--- src/rtl/wb_port_arbiter_pkg.sv ---
// Shared widths, constants and helpers for the writeback port arbiter.
// Counter width applies only to builds with WB_ARB_STATS_EN.
package wb_arb_pkg;

  localparam int NREQ_DEF   = 3;
  localparam int ADDR_W_DEF = 5;
  localparam int DATA_W_DEF = 32;
  localparam int CNT_W      = 32;

  localparam logic [ADDR_W_DEF-1:0] ZERO_REG = '0;

  function automatic int ptr_width(input int n);
    return (n > 1) ? $clog2(n) : 1;
  endfunction

  localparam int PTR_W_DEF = ptr_width(NREQ_DEF);

endpackage

--- src/rtl/wb_port_arbiter_if.sv ---
// Requester-side valid/ready bus plus the registered register-file write port.
// The arbiter uses the slave modport; requesters and the register file see master.
interface wb_port_arbiter_if
  import wb_arb_pkg::*;
#(
  parameter int NREQ   = NREQ_DEF,
  parameter int ADDR_W = ADDR_W_DEF,
  parameter int DATA_W = DATA_W_DEF
) ();

  logic [NREQ-1:0]        req_valid;
  logic [NREQ-1:0]        req_ready;
  logic [NREQ*ADDR_W-1:0] req_addr;
  logic [NREQ*DATA_W-1:0] req_data;

  logic                   rf_wen;
  logic [ADDR_W-1:0]      rf_waddr;
  logic [DATA_W-1:0]      rf_wdata;

  modport master (
    output req_valid, req_addr, req_data,
    input  req_ready, rf_wen, rf_waddr, rf_wdata
  );

  modport slave (
    input  req_valid, req_addr, req_data,
    output req_ready, rf_wen, rf_waddr, rf_wdata
  );

endinterface

--- src/rtl/wb_port_arbiter_rr_pick.sv ---
// Combinational round-robin picker: first valid index at or after ptr, wrapping.
// Produces a one-hot grant, its binary index and a found flag.
module rr_pick #(
  parameter int NREQ  = 3,
  parameter int PTR_W = 2
) (
  input  logic [NREQ-1:0]  valid,
  input  logic [PTR_W-1:0] ptr,
  output logic [NREQ-1:0]  onehot,
  output logic [PTR_W-1:0] idx,
  output logic             found
);

  always_comb begin
    logic [PTR_W:0] pos;
    // NOTE: every output gets a default before the loop so no path infers a latch.
    onehot = '0;
    idx    = '0;
    found  = 1'b0;
    pos    = '0;
    for (int k = 0; k < NREQ; k++) begin
      pos = {1'b0, ptr} + (PTR_W+1)'(k);
      if (pos >= (PTR_W+1)'(NREQ)) pos = pos - (PTR_W+1)'(NREQ);
      if (!found && valid[pos[PTR_W-1:0]]) begin
        onehot[pos[PTR_W-1:0]] = 1'b1;
        idx                    = pos[PTR_W-1:0];
        found                  = 1'b1;
      end
    end
  end

endmodule

--- src/rtl/wb_port_arbiter.sv ---
// Round-robin arbiter sharing the register-file write port among NREQ writeback units.
// Define WB_ARB_STATS_EN to add per-requester accepted-write counters (grant_cnt).
module wb_port_arbiter
  import wb_arb_pkg::*;
#(
  parameter int NREQ   = NREQ_DEF,
  parameter int ADDR_W = ADDR_W_DEF,
  parameter int DATA_W = DATA_W_DEF
) (
  input  logic                  clk,
  input  logic                  rst,
  input  logic                  flush,
  wb_port_arbiter_if.slave      bus,
  output logic                  stall
`ifdef WB_ARB_STATS_EN
  ,
  output logic [NREQ*CNT_W-1:0] grant_cnt
`endif
);

  localparam int PTR_W = ptr_width(NREQ);

  logic [PTR_W-1:0]  rr_ptr;
  logic [NREQ-1:0]   pick_onehot;
  logic [PTR_W-1:0]  pick_idx;
  logic              pick_found;
  logic              grant_en;
  logic              handshake;
  logic [ADDR_W-1:0] sel_addr;
  logic [DATA_W-1:0] sel_data;

  logic              wen_q;
  logic [ADDR_W-1:0] waddr_q;
  logic [DATA_W-1:0] wdata_q;

  rr_pick #(
    .NREQ  (NREQ),
    .PTR_W (PTR_W)
  ) u_rr_pick (
    .valid  (bus.req_valid),
    .ptr    (rr_ptr),
    .onehot (pick_onehot),
    .idx    (pick_idx),
    .found  (pick_found)
  );

  // The picker only grants valid requesters, so a grant is always a handshake.
  assign grant_en      = ~rst & ~flush;
  assign handshake     = grant_en & pick_found;
  assign bus.req_ready = grant_en ? pick_onehot : '0;
  assign stall         = ~rst & (|(bus.req_valid & ~bus.req_ready));

  assign sel_addr = bus.req_addr[int'(pick_idx)*ADDR_W +: ADDR_W];
  assign sel_data = bus.req_data[int'(pick_idx)*DATA_W +: DATA_W];

  // NOTE: sequential state uses non-blocking assignments so every flop samples pre-edge values.
  always_ff @(posedge clk or posedge rst) begin
    if (rst) begin
      rr_ptr  <= '0;
      wen_q   <= 1'b0;
      waddr_q <= '0;
      wdata_q <= '0;
    end else begin
      // Writes to x0 are accepted and rotate the pointer but never reach the file.
      wen_q <= handshake && (sel_addr != ADDR_W'(ZERO_REG));
      if (handshake) begin
        rr_ptr  <= (pick_idx == PTR_W'(NREQ-1)) ? '0 : pick_idx + PTR_W'(1);
        waddr_q <= sel_addr;
        wdata_q <= sel_data;
      end
    end
  end

  assign bus.rf_wen   = wen_q;
  assign bus.rf_waddr = waddr_q;
  assign bus.rf_wdata = wdata_q;

`ifdef WB_ARB_STATS_EN
  logic [CNT_W-1:0] cnt_q [NREQ];

  // NOTE: these counters are discrete flops, not a RAM, so clearing them on reset is safe.
  always_ff @(posedge clk or posedge rst) begin
    if (rst) begin
      for (int i = 0; i < NREQ; i++) cnt_q[i] <= '0;
    end else if (handshake) begin
      cnt_q[pick_idx] <= cnt_q[pick_idx] + CNT_W'(1);
    end
  end

  for (genvar gi = 0; gi < NREQ; gi++) begin : g_cnt_out
    assign grant_cnt[gi*CNT_W +: CNT_W] = cnt_q[gi];
  end
`endif

endmodule

--- src/flat_wrapper.sv ---
// flat-port wrapper written by rule: the top's interface ports become plain ports
module wb_port_arbiter_flat import wb_arb_pkg::*;
#(
  parameter int NREQ   = NREQ_DEF,
  parameter int ADDR_W = ADDR_W_DEF,
  parameter int DATA_W = DATA_W_DEF
)
  (clk, rst, flush, stall, bus_req_valid, bus_req_addr, bus_req_data, bus_req_ready, bus_rf_wen, bus_rf_waddr, bus_rf_wdata);
  wb_port_arbiter_if #(.NREQ(NREQ), .ADDR_W(ADDR_W), .DATA_W(DATA_W)) bus_i ();
  input  logic clk;
  input  logic rst;
  input  logic flush;
  output logic stall;
  input wire logic [$bits(bus_i.req_valid)-1:0] bus_req_valid;
  input wire logic [$bits(bus_i.req_addr)-1:0] bus_req_addr;
  input wire logic [$bits(bus_i.req_data)-1:0] bus_req_data;
  output wire logic [$bits(bus_i.req_ready)-1:0] bus_req_ready;
  output wire logic [$bits(bus_i.rf_wen)-1:0] bus_rf_wen;
  output wire logic [$bits(bus_i.rf_waddr)-1:0] bus_rf_waddr;
  output wire logic [$bits(bus_i.rf_wdata)-1:0] bus_rf_wdata;
  assign bus_i.req_valid = bus_req_valid;
  assign bus_i.req_addr = bus_req_addr;
  assign bus_i.req_data = bus_req_data;
  assign bus_req_ready = bus_i.req_ready;
  assign bus_rf_wen = bus_i.rf_wen;
  assign bus_rf_waddr = bus_i.rf_waddr;
  assign bus_rf_wdata = bus_i.rf_wdata;
  wb_port_arbiter #(.NREQ(NREQ), .ADDR_W(ADDR_W), .DATA_W(DATA_W)) u_core (.clk(clk), .rst(rst), .flush(flush), .bus(bus_i), .stall(stall));
endmodule
--- config.mk ---
export PLATFORM = sky130hd
export DESIGN_NAME = wb_port_arbiter_flat
export DESIGN_NICKNAME = d
export VERILOG_FILES = /design/src/rtl/wb_port_arbiter_pkg.sv /design/src/rtl/wb_port_arbiter_if.sv /design/src/rtl/wb_port_arbiter_rr_pick.sv /design/src/rtl/wb_port_arbiter.sv /design/src/flat_wrapper.sv
export SDC_FILE = /design/constraint.sdc
export NUM_CORES = 1
export LEC_CHECK = 0
export ABC_CLOCK_PERIOD_IN_PS = 2600
export BUFFER_PORTS_ARGS = -buffer_cell sky130_fd_sc_hd__buf_4
export CAP_MARGIN = 10
export CORE_ASPECT_RATIO = 1.1
export CORE_MARGIN = 4
export CORE_UTILIZATION = 42
export CTS_BUF_LIST = sky130_fd_sc_hd__clkbuf_8 sky130_fd_sc_hd__clkbuf_16
export CTS_CLUSTER_DIAMETER = 50
export DETAILED_ROUTE_END_ITERATION = 10
export HOLD_SLACK_MARGIN = 0.12
export PLACE_DENSITY = 0.8
export SLEW_MARGIN = 0
export SYNTH_ARGS = -nofsm -noshare
export SYNTH_HDL_FRONTEND = slang
export SYNTH_SLANG_ARGS = --single-unit
--- constraint.sdc ---
create_clock -name clk -period 2.6 [get_ports clk]
set_input_delay 0.39 -clock clk [delete_from_list [all_inputs] [get_ports clk]]
set_output_delay 0.39 -clock clk [all_outputs]
set_load 0.1 [all_outputs]
# Word-level counts from Yosys, hierarchy flattened
# Cells that the tools add are included.
[word_totals]
reg_bits = 40
in_bits = 117
output_inout_bits = 42
[classes]
n_addsub = 6
mul = 1
magnitude_cmp = 9
n_eq_ne = 1
shifts = 2
mux = 26
bitwise_logic = 9
reduce_logical = 10
[op_table]
columns = ["cell", "n"]
rows = [
  ["96-bit by 8-bit indexed part select with 32-bit output", 1],
  ["15-bit by 32-bit indexed part select with 5-bit output", 1],
  ["2-bit 2-to-1 mux", 7],
  ["3-bit 2-to-1 mux", 4],
  ["2-bit by 3-bit less-than comparator with 1-bit output, second input constant", 3],
  ["1-bit 2-to-1 mux", 9],
  ["1-bit binary-select mux with 2-bit select", 3],
  ["1-bit demux with 2-bit select", 3],
  ["2-bit by 1-bit greater-or-equal comparator with 1-bit output, second input constant", 3],
  ["3-bit by 2-bit greater-or-equal comparator with 1-bit output, second input constant", 2],
  ["1-bit logical AND", 6],
  ["3-bit OR", 2],
  ["2-bit subtractor, second input constant", 3],
  ["2-bit by 3-bit multiplier with 5-bit output, second input constant", 1],
  ["5-bit nonzero test", 1],
  ["2-bit by 1-bit adder with 3-bit output, second input constant", 1],
  ["2-bit by 2-bit adder with 3-bit output, second input constant", 1],
  ["1-bit AND", 3],
  ["3-bit AND", 1],
  ["3-bit inverter", 1],
  ["3-bit OR reduction", 1],
  ["2-bit by 1-bit adder with 2-bit output, second input constant", 1],
  ["2-bit equality test, second input constant", 1],
  ["2-bit greater-or-equal comparator, second input constant", 1],
  ["2 further kinds", 4],
]

# Depth between registers and ports, before layout
# Gate-level depths: netlist of the first run.
[depth]
ltp_word = 16
ltp_mapped = 12
mapped_depth_nobuf = 9

# Cells and area by module
# A second synthesis of the first run with hierarchy kept.
[unflattened]
hier_cells = 308
hier_area_um2 = 2561.2
[by_module_without_submodules]
columns = ["module", "instances", "cells_per_inst", "area_each_um2"]
rows = [
  ["wb_port_arbiter", 1, 267, 2279.7],
  ["rr_pick", 1, 41, 281.5],
]

# Worst setup path after synthesis of the first run
# No wires, ideal clock.
[synth_path]
path_type = "flip-flop to output port"
from = "register u_core.rr_ptr[1]"
to = "output port stall"
arrival_ns = 4.208
required_time_ns = 2.210
setup_slack_ns = -1.998
path_stages_with_launch = 9
path_buffers = 0
path_cell_list = "dfrtp_1 inv_1 ha_1 mux2i_1 o21a_1 o211ai_1 a21boi_0 a2bb2oi_1 a21oi_1"
[synth_between]
elab_chain_cells = 16
[synth_rtl]
columns = ["item", "line_no", "source"]
rows = [
  ["start: declaration", "wb_port_arbiter.sv:23", "logic [PTR_W-1:0] rr_ptr;"],
  ["start signal: assignment", "wb_port_arbiter.sv:67", "rr_ptr <= (pick_idx == PTR_W'(NREQ-1)) ? '0 : pick_idx + PTR_W'(1);"],
  ["2-bit by 1-bit adder with 3-bit output, or another cell as far along", "wb_port_arbiter_rr_pick.sv:22", "pos = {1'b0, ptr} + (PTR_W+1)'(k);"],
  ["3-bit by 2-bit greater-or-equal comparator with 1-bit output, or another cell as far along", "wb_port_arbiter_rr_pick.sv:23", "if (pos >= (PTR_W+1)'(NREQ)) pos = pos - (PTR_W+1)'(NREQ);"],
  ["2-bit 2-to-1 mux, or another cell as far along", "wb_port_arbiter_rr_pick.sv:23", ""],
  ["2-bit by 3-bit less-than comparator with 1-bit output (not written as such), or another cell as far along", "wb_port_arbiter_rr_pick.sv:25", "onehot[pos[PTR_W-1:0]] = 1'b1;"],
  ["1-bit logical AND (not written as such), or another cell as far along", "wb_port_arbiter_rr_pick.sv:25", ""],
  ["1-bit 2-to-1 mux (not written as such), or another cell as far along", "wb_port_arbiter_rr_pick.sv:25", ""],
  ["1-bit demux with 2-bit select, or another cell as far along", "wb_port_arbiter_rr_pick.sv:25", ""],
  ["3-bit OR (no line) / 1-bit 2-to-1 mux (equally long branches)", "--", ""],
  ["3-bit 2-to-1 mux / 1-bit logical NOT (equally long branches)", "wb_port_arbiter_rr_pick.sv:24", "if (!found && valid[pos[PTR_W-1:0]]) begin"],
  ["3-bit OR (no line) / 1-bit logical AND (equally long branches)", "--", ""],
  ["3-bit 2-to-1 mux *", "wb_port_arbiter_rr_pick.sv:24", ""],
  ["3-bit 2-to-1 mux *", "wb_port_arbiter.sv:50", "assign bus.req_ready = grant_en ? pick_onehot : '0;"],
  ["named net bus_req_ready[1]", "flat_wrapper.sv:17", "output wire logic [$bits(bus_i.req_ready)-1:0] bus_req_ready;"],
  ["3-bit inverter *", "wb_port_arbiter.sv:51", "assign stall = ~rst & (|(bus.req_valid & ~bus.req_ready));"],
  ["3-bit AND *", "wb_port_arbiter.sv:51", ""],
  ["3-bit OR reduction *", "wb_port_arbiter.sv:51", ""],
  ["1-bit AND *", "wb_port_arbiter.sv:51", ""],
  ["end: declaration", "flat_wrapper.sv:13", "output logic stall;"],
]
# The timed path passes the listed nets; every way through them passes the cells marked *. The select of a mux whose other input is x is not followed.

# Worst setup path after layout of the first run
[layout_path]
from = "register u_core.rr_ptr[0]"
to = "output port stall"
[layout_between]
elab_chain_cells = 16
[layout_rtl]
columns = ["item", "line_no"]
rows = [
  ["2-bit by 1-bit adder with 3-bit output, or another cell as far along", "wb_port_arbiter_rr_pick.sv:22"],
  ["3-bit by 2-bit greater-or-equal comparator with 1-bit output, or another cell as far along", "wb_port_arbiter_rr_pick.sv:23"],
  ["2-bit 2-to-1 mux, or another cell as far along", "wb_port_arbiter_rr_pick.sv:23"],
  ["2-bit by 3-bit less-than comparator with 1-bit output (not written as such), or another cell as far along", "wb_port_arbiter_rr_pick.sv:25"],
  ["1-bit logical AND (not written as such), or another cell as far along", "wb_port_arbiter_rr_pick.sv:25"],
  ["1-bit 2-to-1 mux (not written as such), or another cell as far along", "wb_port_arbiter_rr_pick.sv:25"],
  ["1-bit demux with 2-bit select, or another cell as far along", "wb_port_arbiter_rr_pick.sv:25"],
  ["3-bit OR (no line) / 1-bit 2-to-1 mux (equally long branches)", "--"],
  ["3-bit 2-to-1 mux / 1-bit logical NOT (equally long branches)", "wb_port_arbiter_rr_pick.sv:24"],
  ["3-bit OR (no line) / 1-bit logical AND (equally long branches)", "--"],
  ["3-bit 2-to-1 mux *", "wb_port_arbiter_rr_pick.sv:24"],
  ["3-bit 2-to-1 mux *", "wb_port_arbiter.sv:50"],
  ["3-bit inverter *", "wb_port_arbiter.sv:51"],
  ["3-bit AND *", "wb_port_arbiter.sv:51"],
  ["3-bit OR reduction *", "wb_port_arbiter.sv:51"],
  ["1-bit AND *", "wb_port_arbiter.sv:51"],
]
# Mark *: on every way between the ends. The rest lies on a longest branch, timed or not. The select of a mux whose other input is x is not followed.

==> results of run 1 <==
==> cell usage in the layout (no fill, tap or decap), drive strengths merged, types with 2 or more instances in the layout <==
cell | synthesis | final
a211oi | 4 | 4
a21boi | 2 | 2
a21o | 32 | 32
a21oi | 39 | 39
a22o | 4 | 4
a22oi | 32 | 32
and3 | 2 | 2
buf | 15 | 187
clkbuf | 9 | 7
dfrtp | 40 | 40
ha | 4 | 4
inv | 8 | 9
mux2 | 3 | 3
mux2i | 4 | 4
nand2 | 41 | 41
nand2b | 4 | 4
nor2 | 4 | 4
o21a | 2 | 2
o21ai | 10 | 10
==> layer usage <==
metal  part of all wire  GRT usage
met1               0.36      0.300
met5                  0          0
met4              0.029     0.0768
met3              0.089     0.0569
met2               0.52      0.398
==> worst max-delay path, cell delays in order, from the launching register on <==
cell and delay [ps]:
dfrtp_1 430, inv_2 100, ha_4 230, buf_6 140, a211oi_4 220, a2111oi_2 70
a211oi_1 230, buf_4 180, nor2_4 30, nand2b_4 140, a21oi_4 160, buf_12 190
==> layout make-up <==
class | instances | area, um^2
Clock buffer | 5 | 68.8
Clock inverter | 3 | 46.3
Fill cell | 363 | 1060
Inverter | 8 | 35.0
Multi-Input combinational cell | 201 | 1560
Sequential cell | 40 | 1000
Tap cell | 75 | 93.8
Timing Repair Buffer | 189 | 1600
==> metrics by stage <==
step	instances	hold WS [ps]	worst slack [ps]	utilization	cell area [um^2]
after global placement	494	459	11.6	0.687	3760
after floorplan	273	538	-273	-	2460
final	521	280	-199	0.806	4410
after detailed placement	494	466	-56.5	0.687	3760
after CTS	510	301	-127	0.739	4040
after global routing	521	329	-327	0.806	4410
==> state kept, by name, indices dropped and copies added (netlist names) <==
| name | flops |
|---|---|
| u_core.bus.rf_wdata | 32 |
| u_core.bus.rf_waddr | 5 |
| u_core.rr_ptr | 2 |
| u_core.bus.rf_wen | 1 |
==> cells by family after synthesis <==
group                      count (synthesis)
DFF                                       40
buffers and inverters                     32
adders and majority gates                  4
and+or+nand+nor                           59
muxes                                      7
AOI/OAI and AO/OA                        131
==> worst max path at each step <==
stage                                       startpoint                                   to  slack, ps  cells past startpoint
after floorplan           u_core.rr_ptr[0]$_DFFE_PP0P_                                stall       -270                     10
after global placement    u_core.rr_ptr[0]$_DFFE_PP0P_  u_core.bus.rf_wdata[20]$_DFFE_PP0P_         10                     10
after detailed placement  u_core.rr_ptr[0]$_DFFE_PP0P_  u_core.bus.rf_wdata[20]$_DFFE_PP0P_        -60                     10
after CTS                 u_core.rr_ptr[0]$_DFFE_PP0P_                                stall       -130                     11
after global routing      u_core.rr_ptr[0]$_DFFE_PP0P_                                stall       -330                     12
final                     u_core.rr_ptr[0]$_DFFE_PP0P_                                stall       -200                     11
==> repair_timing <==
action | in CTS | in global routing
endpoints found under the setup margin | 35 | 43
buffers inserted | 8 | 10
gates resized for setup | 24 | 59
gates cloned | 0 | 4
pin swaps | 5 | 27
==> flow_summary.yaml, run 1 <==
final_layout:
  drive_gt1_frac: 0.558
  final_nets: 566
  syn_to_final_growth_pct: 82.6
  n_antenna_cell: 0
placement:
  port_buffers: 158
  dpl.hpwl_mm: 6.31
  globalplace.congestion: 0.872
timing:
  period_needed_ps: 2800
  hold_violations: 0
  slew_headroom: 0.468
  fin_crit_sh: 1.08
  clock_skew_ps: 3.00
  tightestPinTransition_ps: 797
  setup_violations: 4
  grt_setup_unrepaired: "yes"
  fin_ws_ps: -199
  max_freq_mhz: 357
  drv_slew: 0
  timing.setup.tns_ps: -292
yosys:
  synth_mux_area_frac: 0.0306
  yosys_warnings: 0
  synthesis.instances: 273
  synthTopCellsByArea: "dfrtp_1 41%, a21o_1 10%, a22oi_1 10%"
  synth_top_area_share: 0.415
  async_flop_share: 1.00
  yosysMostFrequentCell: "nand2_1"
  synth-simple-area-share: 0.109
  seq_area_frac_synth: 0.415
  yosys.area.top_type: "dfrtp_1"
  syn_area_per_cell_um2: 8.84
  synth_area_um2: 2410
  synth-edff-count: 0
  synth_compound_area_frac: 0.367
  synth_xor_area_frac: 0
  synthTopCellsByCount: "41 x nand2_1, 40 x dfrtp_1, 39 x a21oi_1"
  yosysUniqueCellTypes: 38
  synth_fa_ha_area_frac: 0.0207
  ys.flop_type: "dfrtp_1"
  synth_fp_nets: 394
  ys_seq_elements: 40
  synth_top_family_by_area: "compound AO/OA/AOI/OAI gates"
die:
  die_w_um: 80.3
  ios: 159
  core_region_area_um2: 5470
  initial_core_util: 0.441
  rows: 28
  dieArea_um2: 7020
  die-height_um: 87.5
outcome:
  outcome: "complete, but fails checks"
  violations: "setup timing"
cts:
  cts_buffer_depth: 2
  h-tree-depth: 2
  root_buffer: "clkbuf_8"
  clk_pin_slew_ps: 90
  clock_sinks: 40
  cts_tree: "built"
  insertion_delay_ps: 300
  cts_hold_buf: 0
  cts_made_buffers: 5
drt:
  viasPerCell: 5.53
  drc: 0
  vias: 2881
  drt-total-wl_mm: 9.68
  antenna_left: 0
  wl_per_cell_um: 18.6
  drt-initial-drc-count: 162
  dr.pass1.iters: 5
worst_setup_path:
  r2r_start: "u_core.rr_ptr[1]$_DFFE_PP0P_"
  worstPathArrival_ps: 2410
  crit_type: "flip-flop to primary output"
  endpoint_kind: "primary output"
  r2r_end: "u_core.bus.rf_wen$_DFF_PP0_"
  worstRegToRegCells: 11
  cp-start-kind: "flip-flop"
  worstPathRequired_ps: 2210
  r2r_setup_slack_ps: -40
  critPathMaxFanout: 6
grt:
  grt_pass1_vias: 2702
  grt_max_degree: 38
  grt_overflow_total: 0
  grt_usage: 0.238
  grt_antenna_before_repair: 0
  grt_first_pass_wirelength_mm: 13.0
run:
  maxCapViolCount: 0
min_path:
  hp-class: "input port to async pin"
Power of run 1 is not shown: default switching activity piles up to over one toggle a cycle in this logic, so the estimate is an artifact.
==> run 2: changes to the inputs <==
--- a/config.mk
+++ b/config.mk
@@ -10,7 +10,7 @@
 export CAP_MARGIN = 10
 export CORE_ASPECT_RATIO = 1.1
 export CORE_MARGIN = 4
-export CORE_UTILIZATION = 42
+export CORE_UTILIZATION = 43
 export CTS_BUF_LIST = sky130_fd_sc_hd__clkbuf_8 sky130_fd_sc_hd__clkbuf_16
 export CTS_CLUSTER_DIAMETER = 50
 export DETAILED_ROUTE_END_ITERATION = 10
@@ -19,4 +19,5 @@
 export SLEW_MARGIN = 0
 export SYNTH_ARGS = -nofsm -noshare
 export SYNTH_HDL_FRONTEND = slang
+export SYNTH_HIERARCHICAL = 1
 export SYNTH_SLANG_ARGS = --single-unit
==> run 2 against run 1 <==
Net effect: the flow still finishes with violations (setup timing); via count is 0.66% lower; maximum frequency is 6.2% higher; critical path depth is 2 higher; synthesized cell count is 13% higher; utilization is 5.0 points lower; cell area is 1.0% lower.
==> flow_summary.yaml, run 2 <==
worst_setup_path:
  worstRegToRegCells: 13
  critPathMaxStageDelay_ps: 450
  cp-start-kind: "flip-flop"
  path_cells: "buf_6 > ha_4 > nand3b_1 > buf_4 > nor2_4 > a21oi_4 > o21ai_4 > buf_12 > nor2b_4 > buf_6 > o2bb2ai_4 > a2111oi_4 > a31oi_1"
  endpoint_kind: "flip-flop"
  worstPathArrival_ps: 2780
  worstPathRequired_ps: 2750
  crit_top_cell: "buf_6"
  slowest_stage: "dfrtp_2"
  crit_type: "flip-flop to flip-flop"
  critPathMaxFanout: 6
cts:
  clock_sinks: 40
  cts_hold_buf: 0
  cts_buffer_depth: 2
  root_buffer: "clkbuf_8"
  cts_tree: "built"
  insertion_delay_ps: 290
  clk_pin_slew_ps: 80
  h-tree-depth: 2
  cts_made_buffers: 5
final_layout:
  num-fill-cells: 449
  n_antenna_cell: 0
  design_area_um2: 4360
  syn_to_final_growth_pct: 70.2
  final_common_cell: "buf_4"
  mostFrequentLayoutCells: "177 x buf_4, 50 x nand2_1, 39 x dfrtp_1"
  final_nets: 606
  drive_gt1_frac: 0.488
  largest_reg_flops: 32
yosys:
  syn_area_per_cell_um2: 8.32
  async_flop_share: 1.00
  synthesis.instances: 308
  ys.flop_type: "dfrtp_1"
  yosys_warnings: 6
  synth_compound_area_frac: 0.198
  synthTopCellsByCount: "51 x nand2_1, 42 x a21oi_1, 40 x dfrtp_1"
  synth_fp_nets: 429
  ys_seq_elements: 40
  yosysMostFrequentCell: "nand2_1"
  synth_fa_ha_area_frac: 0.0195
  synth_mux_area_frac: 0.161
  synth-edff-count: 0
  synth_area_um2: 2560
  synth_top_area_share: 0.391
  seq_area_frac_synth: 0.391
  synth_top_family_by_area: "compound AO/OA/AOI/OAI gates"
  yosysUniqueCellTypes: 34
  yosys.area.top_type: "dfrtp_1"
  synth_xor_area_frac: 0
  synthTopCellsByArea: "dfrtp_1 39%, mux2i_1 15%, a21oi_1 8.2%"
  synth-simple-area-share: 0.166
min_path:
  hp-class: "input port to async pin"
placement:
  dpl.hpwl_mm: 6.66
  globalplace.congestion: 0.901
  place_area_um2: 3920
  port_buffers: 158
timing:
  tightestPinTransition_ps: 515
  period_needed_ps: 2640
  drv_slew: 0
  setup_violations: 2
  hold_violations: 0
  slew_headroom: 0.656
  clock_skew_ps: 7.71
  grt_setup_unrepaired: "yes"
  max_freq_mhz: 379
  fin_ws_ps: -35.2
  fin_crit_sh: 1.01
outcome:
  violations: "setup timing"
  outcome: "complete, but fails checks"
drt:
  drc: 0
  drt-total-wl_mm: 8.79
  drt-initial-drc-count: 82
  dr.pass1.iters: 4
  wl_per_cell_um: 15.6
  antenna_left: 0
  viasPerCell: 5.08
  vias: 2862
run:
  maxCapViolCount: 0
die:
  initial_core_util: 0.444
  die_w_um: 81.6
  ios: 159
  rows: 29
  core_region_area_um2: 5770
  die-height_um: 88.9
  dieArea_um2: 7260
grt:
  grt_overflow_total: 0
  grt_pass1_vias: 2822
  grt_antenna_before_repair: 0
  grt_max_degree: 43
  grt_first_pass_wirelength_mm: 12.8
  grt_usage: 0.226
## run 2: cell count changes in the layout (fill, tap and decap cells not counted), sizes merged, moves of 4 or more
cell / previous run / this run
mux2i: 4 / 40
nor2: 4 / 40
a21o: 32 / 0
o21ai: 10 / 42
a22oi: 32 / 1
nand2: 41 / 51
a211oi: 4 / 0
a22o: 4 / 0
buf: 187 / 191
## run 2: final timing paths
| check | startpoint | slack (ps) | end |
|---|---|---|---|
| min in group clk | bus_req_data[48] | 360 | u_core/bus.rf_wdata[16]$_DFFE_PP0P_ |
| hold reg to reg | u_core/bus.rf_wdata[22]$_DFFE_PP0P_ | 490 | u_core/bus.rf_wdata[22]$_DFFE_PP0P_ |
| setup / recovery | u_core/rr_ptr[1]$_DFFE_PP0P_ | -40 | u_core/bus.rf_wen$_DFF_PP0_ |
| setup reg to reg | u_core/rr_ptr[1]$_DFFE_PP0P_ | -40 | u_core/bus.rf_wen$_DFF_PP0_ |
| max in group asynchronous | rst | 1950 | u_core/rr_ptr[1]$_DFFE_PP0P_ |
| hold / removal | rst | 260 | u_core/bus.rf_wdata[28]$_DFFE_PP0P_ |
## run 2: area by class of cell
cell class | instances | area, um^2 | share of cell area
multi-input cells | 240 | 1630 | 0.373
repair buffers | 191 | 1530 | 0.350
flip-flops and latches | 40 | 1000 | 0.230
well taps | 77 | 96.3 | 0.0221
clock buffers | 5 | 68.8 | 0.0158
inverters | 7 | 26.3 | 0.00603
clock inverters | 3 | 16.3 | 0.00373
## run 2: critical path, delay by kind of cell, from the launching register on
family | cells | cell delay, ps
buffers and inverters | 4 | 580
AO/OA/AOI/OAI | 5 | 930
AND/OR/NAND/NOR | 3 | 380
flip-flops | 1 | 450
adder cells (fa/ha/maj) | 1 | 170
## run 2: cells by family (layout without fill, tap and decap cells)
kind of cell / count (synthesis) / after routing
adder cells (fa/ha/maj): 4 / 4
AO/OA/AOI/OAI: 93 / 93
flip-flops: 40 / 40
multiplexers: 40 / 40
buffers and inverters: 28 / 206
AND/OR/NAND/NOR: 103 / 103
## run 2: routing by layer
| layer | vias up | global-route usage | part of all wire |
|---|---|---|---|
| met3 | 13 | 0.0464 | 0.074 |
| li1 | 1406 | - | - |
| met1 | 1330 | 0.271 | 0.38 |
| met4 | 0 | 0.0604 | 0.014 |
| met2 | 113 | 0.412 | 0.53 |
| met5 | - | 0 | 0 |
## run 2: metrics by stage
stage / hold slack (ps) / setup TNS [ps] / worst slack [ps] / utilization / std cells
after floorplan: 496 / 0 / 90.3 / - / 308
after global placement: 468 / 0 / 63.3 / 0.679 / 540
after detailed placement: 473 / -26.6 / -26.6 / 0.679 / 540
after CTS: 263 / -8.12 / -8.12 / 0.720 / 556
after global routing: 291 / -506 / -138 / 0.756 / 563
final: 255 / -57.4 / -35.2 / 0.756 / 563
## run 2: timing repair
item	CTS	global route
pin swaps	7	15
resized for setup	18	39
buffers inserted	8	9
endpoints found under the hold margin	0	0
cloned	0	0
endpoints found under the setup margin	4	41
Power of run 2 is left out for the same reason.
